**src/rtl/wb_pkg.sv**
```systemverilog
// wb_pkg: shared FSM state type, bus widths and default timeout for the Wishbone host master
package wb_pkg;
  typedef enum logic [1:0] {IDLE, BUS, RESP} state_e;
  localparam int WB_ADR_W = 10;
  localparam int WB_DAT_W = 32;
  localparam int WB_SEL_W = 4;
  localparam int TIMEOUT_CYC_DEF = 256;
endpackage

```
**src/rtl/wb_host_master_if.sv**
```systemverilog
// wb_host_master_if: host request/response handshake plus Wishbone master bus
// master: the bridge (takes host requests and slave responses, drives Wishbone and host responses)
// slave: the environment (host side and Wishbone slave)
interface wb_host_master_if;
  import wb_pkg::*;
  logic req_valid, req_ready, req_we;
  logic [WB_ADR_W-1:0] req_adr;
  logic [WB_DAT_W-1:0] req_wdat;
  logic [WB_SEL_W-1:0] req_sel;
  logic rsp_valid, rsp_ready, rsp_err, rsp_timeout;
  logic [WB_DAT_W-1:0] rsp_rdat;
  logic [11:2] wb_adr_i;
  logic [WB_DAT_W-1:0] wb_dat_i, wb_dat_o;
  logic [WB_SEL_W-1:0] wb_sel_i;
  logic wb_we_i, wb_cyc_i, wb_stb_i, wb_ack_o, wb_err_o;
  modport master (
    input  req_valid, req_we, req_adr, req_wdat, req_sel, rsp_ready, wb_dat_o, wb_ack_o, wb_err_o,
    output req_ready, rsp_valid, rsp_rdat, rsp_err, rsp_timeout,
           wb_adr_i, wb_dat_i, wb_sel_i, wb_we_i, wb_cyc_i, wb_stb_i
  );
  modport slave (
    output req_valid, req_we, req_adr, req_wdat, req_sel, rsp_ready, wb_dat_o, wb_ack_o, wb_err_o,
    input  req_ready, rsp_valid, rsp_rdat, rsp_err, rsp_timeout,
           wb_adr_i, wb_dat_i, wb_sel_i, wb_we_i, wb_cyc_i, wb_stb_i
  );
endinterface

```
**src/rtl/wb_timeout_cnt.sv**
```systemverilog
// wb_timeout_cnt: bus-cycle wait counter; clr_i zeroes, en_i counts, expired_o at TIMEOUT_CYC-1
module wb_timeout_cnt
  import wb_pkg::*;
#(
  parameter int TIMEOUT_CYC = TIMEOUT_CYC_DEF
) (
  input  logic clk,
  input  logic rst,
  input  logic clr_i,
  input  logic en_i,
  output logic expired_o
);
  logic [15:0] cnt_q, cnt_d;
  assign cnt_d = clr_i ? '0 : en_i ? cnt_q + 16'd1 : cnt_q;
  always_ff @(posedge clk) begin
    cnt_q <= rst ? '0 : cnt_d;
  end
  assign expired_o = cnt_q == 16'(TIMEOUT_CYC - 1);
endmodule

```
**src/rtl/wb_host_master.sv**
```systemverilog
// wb_host_master: single-outstanding host-to-Wishbone bridge with err and timeout reporting
// ports: wb_clk_i, wb_rst_i (sync, active high), h (wb_host_master_if.master: host req/rsp + Wishbone)
module wb_host_master
  import wb_pkg::*;
#(
  parameter int TIMEOUT_CYC = TIMEOUT_CYC_DEF
) (
  input logic             wb_clk_i,
  input logic             wb_rst_i,
  wb_host_master_if.master h
);
  state_e state_q, state_d;
  logic we_q, err_q, to_q, expired, bus, resp, accept, done;
  logic [WB_ADR_W-1:0] adr_q;
  logic [WB_DAT_W-1:0] wdat_q, rdat_q, rdat_d;
  logic [WB_SEL_W-1:0] sel_q;
  assign bus = state_q == BUS;
  assign resp = state_q == RESP;
  assign accept = state_q == IDLE && h.req_valid;
  // ack/err take priority over a timeout expiring in the same cycle
  assign done = bus && (h.wb_ack_o || h.wb_err_o || expired);
  // read data survives only a clean read ack; err wins over ack
  assign rdat_d = (h.wb_err_o || !h.wb_ack_o || we_q) ? '0 : h.wb_dat_o;
  wb_timeout_cnt #(.TIMEOUT_CYC(TIMEOUT_CYC)) u_cnt (
    .clk(wb_clk_i),
    .rst(wb_rst_i),
    .clr_i(!bus),
    .en_i(bus),
    .expired_o(expired)
  );
  always_comb begin
    state_d = state_q;
    case (state_q)
      IDLE:    state_d = h.req_valid ? BUS : IDLE;
      BUS:     state_d = done ? RESP : BUS;
      RESP:    state_d = h.rsp_ready ? IDLE : RESP;
      default: state_d = IDLE;
    endcase
  end
  always_ff @(posedge wb_clk_i) begin
    if (wb_rst_i) begin
      state_q <= IDLE;
      we_q    <= 1'b0;
      adr_q   <= '0;
      wdat_q  <= '0;
      sel_q   <= '0;
      rdat_q  <= '0;
      err_q   <= 1'b0;
      to_q    <= 1'b0;
    end else begin
      state_q <= state_d;
      if (accept) begin
        we_q   <= h.req_we;
        adr_q  <= h.req_adr;
        wdat_q <= h.req_wdat;
        sel_q  <= h.req_sel;
      end
      if (done) begin
        rdat_q <= rdat_d;
        err_q  <= h.wb_err_o;
        to_q   <= !h.wb_err_o && !h.wb_ack_o;
      end
    end
  end
  assign h.req_ready   = state_q == IDLE;
  assign h.wb_cyc_i    = bus;
  assign h.wb_stb_i    = bus;
  assign h.wb_we_i     = bus && we_q;
  assign h.wb_adr_i    = bus ? adr_q : '0;
  assign h.wb_dat_i    = bus ? wdat_q : '0;
  assign h.wb_sel_i    = bus ? sel_q : '0;
  assign h.rsp_valid   = resp;
  assign h.rsp_rdat    = resp ? rdat_q : '0;
  assign h.rsp_err     = resp && err_q;
  assign h.rsp_timeout = resp && to_q;
endmodule

```
**src/flat_wrapper.sv**
```systemverilog
// flat-port wrapper written by rule: the top's interface ports become plain ports
module wb_host_master_flat import wb_pkg::*;
#(
  parameter int TIMEOUT_CYC = TIMEOUT_CYC_DEF
)
  (wb_clk_i, wb_rst_i, h_req_valid, h_req_we, h_req_adr, h_req_wdat, h_req_sel, h_rsp_ready, h_wb_dat_o, h_wb_ack_o, h_wb_err_o, h_req_ready, h_rsp_valid, h_rsp_rdat, h_rsp_err, h_rsp_timeout, h_wb_adr_i, h_wb_dat_i, h_wb_sel_i, h_wb_we_i, h_wb_cyc_i, h_wb_stb_i);
  wb_host_master_if h_i ();
  input logic wb_clk_i;
  input logic wb_rst_i;
  input wire logic [$bits(h_i.req_valid)-1:0] h_req_valid;
  input wire logic [$bits(h_i.req_we)-1:0] h_req_we;
  input wire logic [$bits(h_i.req_adr)-1:0] h_req_adr;
  input wire logic [$bits(h_i.req_wdat)-1:0] h_req_wdat;
  input wire logic [$bits(h_i.req_sel)-1:0] h_req_sel;
  input wire logic [$bits(h_i.rsp_ready)-1:0] h_rsp_ready;
  input wire logic [$bits(h_i.wb_dat_o)-1:0] h_wb_dat_o;
  input wire logic [$bits(h_i.wb_ack_o)-1:0] h_wb_ack_o;
  input wire logic [$bits(h_i.wb_err_o)-1:0] h_wb_err_o;
  output wire logic [$bits(h_i.req_ready)-1:0] h_req_ready;
  output wire logic [$bits(h_i.rsp_valid)-1:0] h_rsp_valid;
  output wire logic [$bits(h_i.rsp_rdat)-1:0] h_rsp_rdat;
  output wire logic [$bits(h_i.rsp_err)-1:0] h_rsp_err;
  output wire logic [$bits(h_i.rsp_timeout)-1:0] h_rsp_timeout;
  output wire logic [$bits(h_i.wb_adr_i)-1:0] h_wb_adr_i;
  output wire logic [$bits(h_i.wb_dat_i)-1:0] h_wb_dat_i;
  output wire logic [$bits(h_i.wb_sel_i)-1:0] h_wb_sel_i;
  output wire logic [$bits(h_i.wb_we_i)-1:0] h_wb_we_i;
  output wire logic [$bits(h_i.wb_cyc_i)-1:0] h_wb_cyc_i;
  output wire logic [$bits(h_i.wb_stb_i)-1:0] h_wb_stb_i;
  assign h_i.req_valid = h_req_valid;
  assign h_i.req_we = h_req_we;
  assign h_i.req_adr = h_req_adr;
  assign h_i.req_wdat = h_req_wdat;
  assign h_i.req_sel = h_req_sel;
  assign h_i.rsp_ready = h_rsp_ready;
  assign h_i.wb_dat_o = h_wb_dat_o;
  assign h_i.wb_ack_o = h_wb_ack_o;
  assign h_i.wb_err_o = h_wb_err_o;
  assign h_req_ready = h_i.req_ready;
  assign h_rsp_valid = h_i.rsp_valid;
  assign h_rsp_rdat = h_i.rsp_rdat;
  assign h_rsp_err = h_i.rsp_err;
  assign h_rsp_timeout = h_i.rsp_timeout;
  assign h_wb_adr_i = h_i.wb_adr_i;
  assign h_wb_dat_i = h_i.wb_dat_i;
  assign h_wb_sel_i = h_i.wb_sel_i;
  assign h_wb_we_i = h_i.wb_we_i;
  assign h_wb_cyc_i = h_i.wb_cyc_i;
  assign h_wb_stb_i = h_i.wb_stb_i;
  wb_host_master #(.TIMEOUT_CYC(TIMEOUT_CYC)) u_core (.wb_clk_i(wb_clk_i), .wb_rst_i(wb_rst_i), .h(h_i));
endmodule
```
**config.mk**
```make
export PLATFORM = sky130hd
export DESIGN_NAME = wb_host_master_flat
export DESIGN_NICKNAME = d
export VERILOG_FILES = /design/src/rtl/wb_pkg.sv /design/src/rtl/wb_host_master_if.sv /design/src/rtl/wb_timeout_cnt.sv /design/src/rtl/wb_host_master.sv /design/src/flat_wrapper.sv
export SDC_FILE = /design/constraint.sdc
export NUM_CORES = 1
export LEC_CHECK = 0
export ABC_AREA = 1
export CAP_MARGIN = 10
export CORE_MARGIN = 10
export CORE_UTILIZATION = 31
export CTS_BUF_LIST = sky130_fd_sc_hd__clkbuf_4 sky130_fd_sc_hd__clkbuf_8 sky130_fd_sc_hd__clkbuf_16
export CTS_CLUSTER_DIAMETER = 30
export DETAILED_ROUTE_END_ITERATION = 8
export HOLD_SLACK_MARGIN = 0.03
export SYNTH_ARGS = -nofsm -noshare
export SYNTH_HDL_FRONTEND = slang
export SYNTH_SLANG_ARGS = --single-unit
```
**constraint.sdc**
```tcl
create_clock -name wb_clk_i -period 1.6 [get_ports wb_clk_i]
set_input_delay 0.48 -clock wb_clk_i [delete_from_list [all_inputs] [get_ports wb_clk_i]]
set_output_delay 0.48 -clock wb_clk_i [all_outputs]
set_load 0.02 [all_outputs]
```
==> metrics.md <==
| Metric | Value |
|---|---|
| Minimum clock period | `about 1800 ps` |
| Library cells used by synthesis | `33` |
| Fmax | `~0.55 GHz` |
| FF/Latch Area | `1980 um2` |
| Class of the worst hold path | `reg -> reg` |
| Worst Reg-to-Reg Cells | `8` |
| Final Worst Setup Slack | `-225 ps` |
| Synth top area cells | `dfxtp_1, nor2_1, a21oi_1` |
| Overall power | `between 6 and 7 mW` |
| Vias/cell | `~4.5` |
| Synth Net Count | `roughly 760` |
| Total vias in the final route | `4,609` |
| # IOs | `170` |
| CP Launch Type | `register` |
| Final hold slack | `455 ps` |
| Register area share after synthesis | `43.5%` |
| Final Setup Violations | `84` |
| Worst ir drop on vdd | `between 400 and 500 uV` |
| DRT Pass-1 Iters | `5` |
| Row count | `44` |
| Crit path kind | `reg -> out` |
| Clk_lat worst skew | `around 350 ps` |
| Async SR Flop Fraction | `0%` |
| HPWL after detailed placement | `roughly 10,000 um` |
| Pint | `around 4.3 mW` |
| CP arrival | `1340 ps` |
| Clk buf depth | `2` |
| Most frequent cells in the layout | `dfxtp_1, inv_1, nand2_1, a21oi_1, clkdlybuf4s50_1` |
| Sw power | `around 1.7 mW` |
| PortBufs | `roughly 170` |
| Status | `finished, violations left` |
| Fill cells | `approximately 1,500` |
| Post-route DRC | `0` |
| First-pass GRT wire length | `roughly 22,000 um` |
| Largest net degree at the start of global routing | `62` |
| Sum Neg Setup Slack | `-15,440 ps` |
| Initial core utilization | `a little under a third` |
| Pin slew with the least headroom to its limit | `356 ps` |
| Max-cap viol count | `0` |
| Post-DR wirelength/cell | `around 14 um` |
| Min-Delay Path Depth | `1` |
| Clock network power share | `between 30% and 40%` |
| Crit end category | `output port` |
| Share of power burned in registers | `between 40% and 50%` |
| H-tree levels | `3` |
| Clock Skew | `around 7.6 ps` |
| Placed Cells incl. Taps | `1,011` |
| Die Area | `approximately 20,000 um2` |
| Max-slew violation count | `0` |
| Layout cells sized above 1 | `27.3%` |
| Gr usage total | `a little over an eighth` |
| Post-Synthesis Cells | `670` |
| Area leader, netlist | `dfxtp_1` |
| PD cells | `about 830 nW/um2` |
| DRT Wirelength | `14,200 um` |
| Grt total ovfl | `0` |
| Clock sinks | `99` |
| Failing checks | `setup timing` |
| Most common cell after layout, fill and taps aside | `dfxtp_1` |
| Clock transition at the registers of the reported paths | `roughly 70 ps` |
| Post-synth top area share | `between 40% and 50%` |
| Post-synth EDFFs | `0` |
| Final ANT Viol Nets | `0` |
| Die X | `141 um` |
| Initial antenna violation count | `0` |
| Period utilization | `114%` |
| Most common flop cell mapped by yosys | `dfxtp_1` |
| Inserted Clock Buffers | `9` |
| Crit-path max FO | `16` |
| Syn_area_per_cell | `between 6 and 7 um2` |
| Synth warn | `0` |
| Dpl ws | `-374 ps` |
| RSZ-0062 raised after global routing | `true` |
| CTS tree | `yes` |
| Final non-filler cell total | `slightly above 1,000` |
| Relative slew slack | `between 70% and 80%` |
| Final GP Congestion | `between 0.7 and 0.8` |
| Area occupied by multi-input gates | `around 2300 um2` |
| Switch share | `about 28%` |
| Root buf cell | `clkbuf_16` |
| Worst EP required | `1120 ps` |
| Combinational power share | `22.0%` |
| Mapped Area | `4550 um2` |
| Synthesized flop and latch total | `between 90 and 100` |
| Area grow syn2layout | `59.9%` |
| Final Hold Fails | `0` |
| Post-layout net count | `931` |
| Leak pwr | `between 2 and 3 nW` |
| Vias in the first global route | `around 4,400` |
| Drt initial violations | `208` |
| Inserted Diodes | `0` |
| Die H | `approximately 140 um` |
| Core area | `about 14,000 um2` |
-- cells by family after synthesis --
family	share of synthesized area, %
and+or+nand+nor	26.1
xor gates and xnor gates	0.577
AOI/OAI and AO/OA	15.8
buffers and inverters	13.7
DFF	43.5
adders and majority gates	0.275
-- layer usage --
| metal | track usage, % | vias to the layer above | share of wire (%) |
|---|---|---|---|
| met5 | 0 | - | 0 |
| met4 | 4.57 | 0 | 1.3 |
| met3 | 6.82 | 13 | 11 |
| met2 | 20.3 | 133 | 42 |
| met1 | 16.7 | 2039 | 46 |
| li1 | - | 2424 | - |
-- repair_timing --
action | in CTS | in global routing
pin swaps | 1 | 0
cloned | 2 | 1
buffers inserted | 3 | 1
hold buffers | 0 | 0
resized for setup | 522 | 22
setup endpoints to repair | 89 | 107
-- state kept, by name (all words and copies together) (netlist names) --
name / cells
u_core.rdat_q: 32
u_core.wdat_q: 32
u_core.u_cnt.cnt_q: 16
u_core.adr_q: 10
u_core.sel_q: 4
u_core.state_q: 2
u_core.err_q: 1
u_core.to_q: 1
u_core.we_q: 1
-- worst max-delay path: stages (launching register included) --
cell and delay, ps:
dfxtp_2 340, inv_2 60, nor2_4 110, inv_4 80, buf_12 160, nor2_1 100
buf_4 150
-- cells in the mapped netlist, types with 2 or more instances --
| master | number |
|---|---|
| a21oi_1 | 85 |
| a21oi_2 | 2 |
| buf_1 | 3 |
| buf_2 | 16 |
| buf_6 | 4 |
| buf_8 | 3 |
| clkbuf_1 | 16 |
| dfxtp_1 | 99 |
| inv_1 | 93 |
| inv_2 | 7 |
| nand2_1 | 89 |
| nand2_2 | 2 |
| nand3_1 | 35 |
| nand3_2 | 2 |
| nand4_1 | 2 |
| nor2_1 | 142 |
| nor2_4 | 2 |
| nor3b_1 | 2 |
| o21ai_0 | 50 |
| or2_2 | 2 |
| xnor2_1 | 2 |
-- worst paths after layout --
path                       endpoint  slack, ps                   from
min           u_core.u_cnt.cnt_q[0]        460  u_core.u_cnt.cnt_q[0]
min reg2reg   u_core.u_cnt.cnt_q[0]        460  u_core.u_cnt.cnt_q[0]
max                   h_wb_sel_i[0]       -220      u_core.state_q[0]
max reg2reg  u_core.u_cnt.cnt_q[12]        120  u_core.u_cnt.cnt_q[0]
-- power by group through the flow --
stage	combinational, mW	clock, mW	sequential (mW)
floorplan	0.711	0	2.75
global route	1.47	2.20	2.73
detailed placement	1.23	0	2.76
finish	1.33	2.02	2.71
CTS	1.31	2.10	2.71
global placement	1.23	0	2.76
-- layout make-up --
cell class | count | share of cell area (%)
Timing Repair Buffer | 207 | 29.6
Clock inverter | 5 | 0.413
Clock buffer | 10 | 3.28
Inverter | 100 | 5.19
Multi-Input combinational cell | 428 | 31.1
Tap cell | 184 | 3.16
Sequential cell | 99 | 27.3
-- per-stage QoR --
step	util [%]	instance area, um2
2_1_floorplan	-	4720
6_report	50.3	7280
4_1_cts	49.5	7170
3_3_place_gp	46.5	6740
5_1_grt	50.3	7280
3_5_place_dp	46.5	6740
Note: power is estimated with default switching activity, not from simulation.
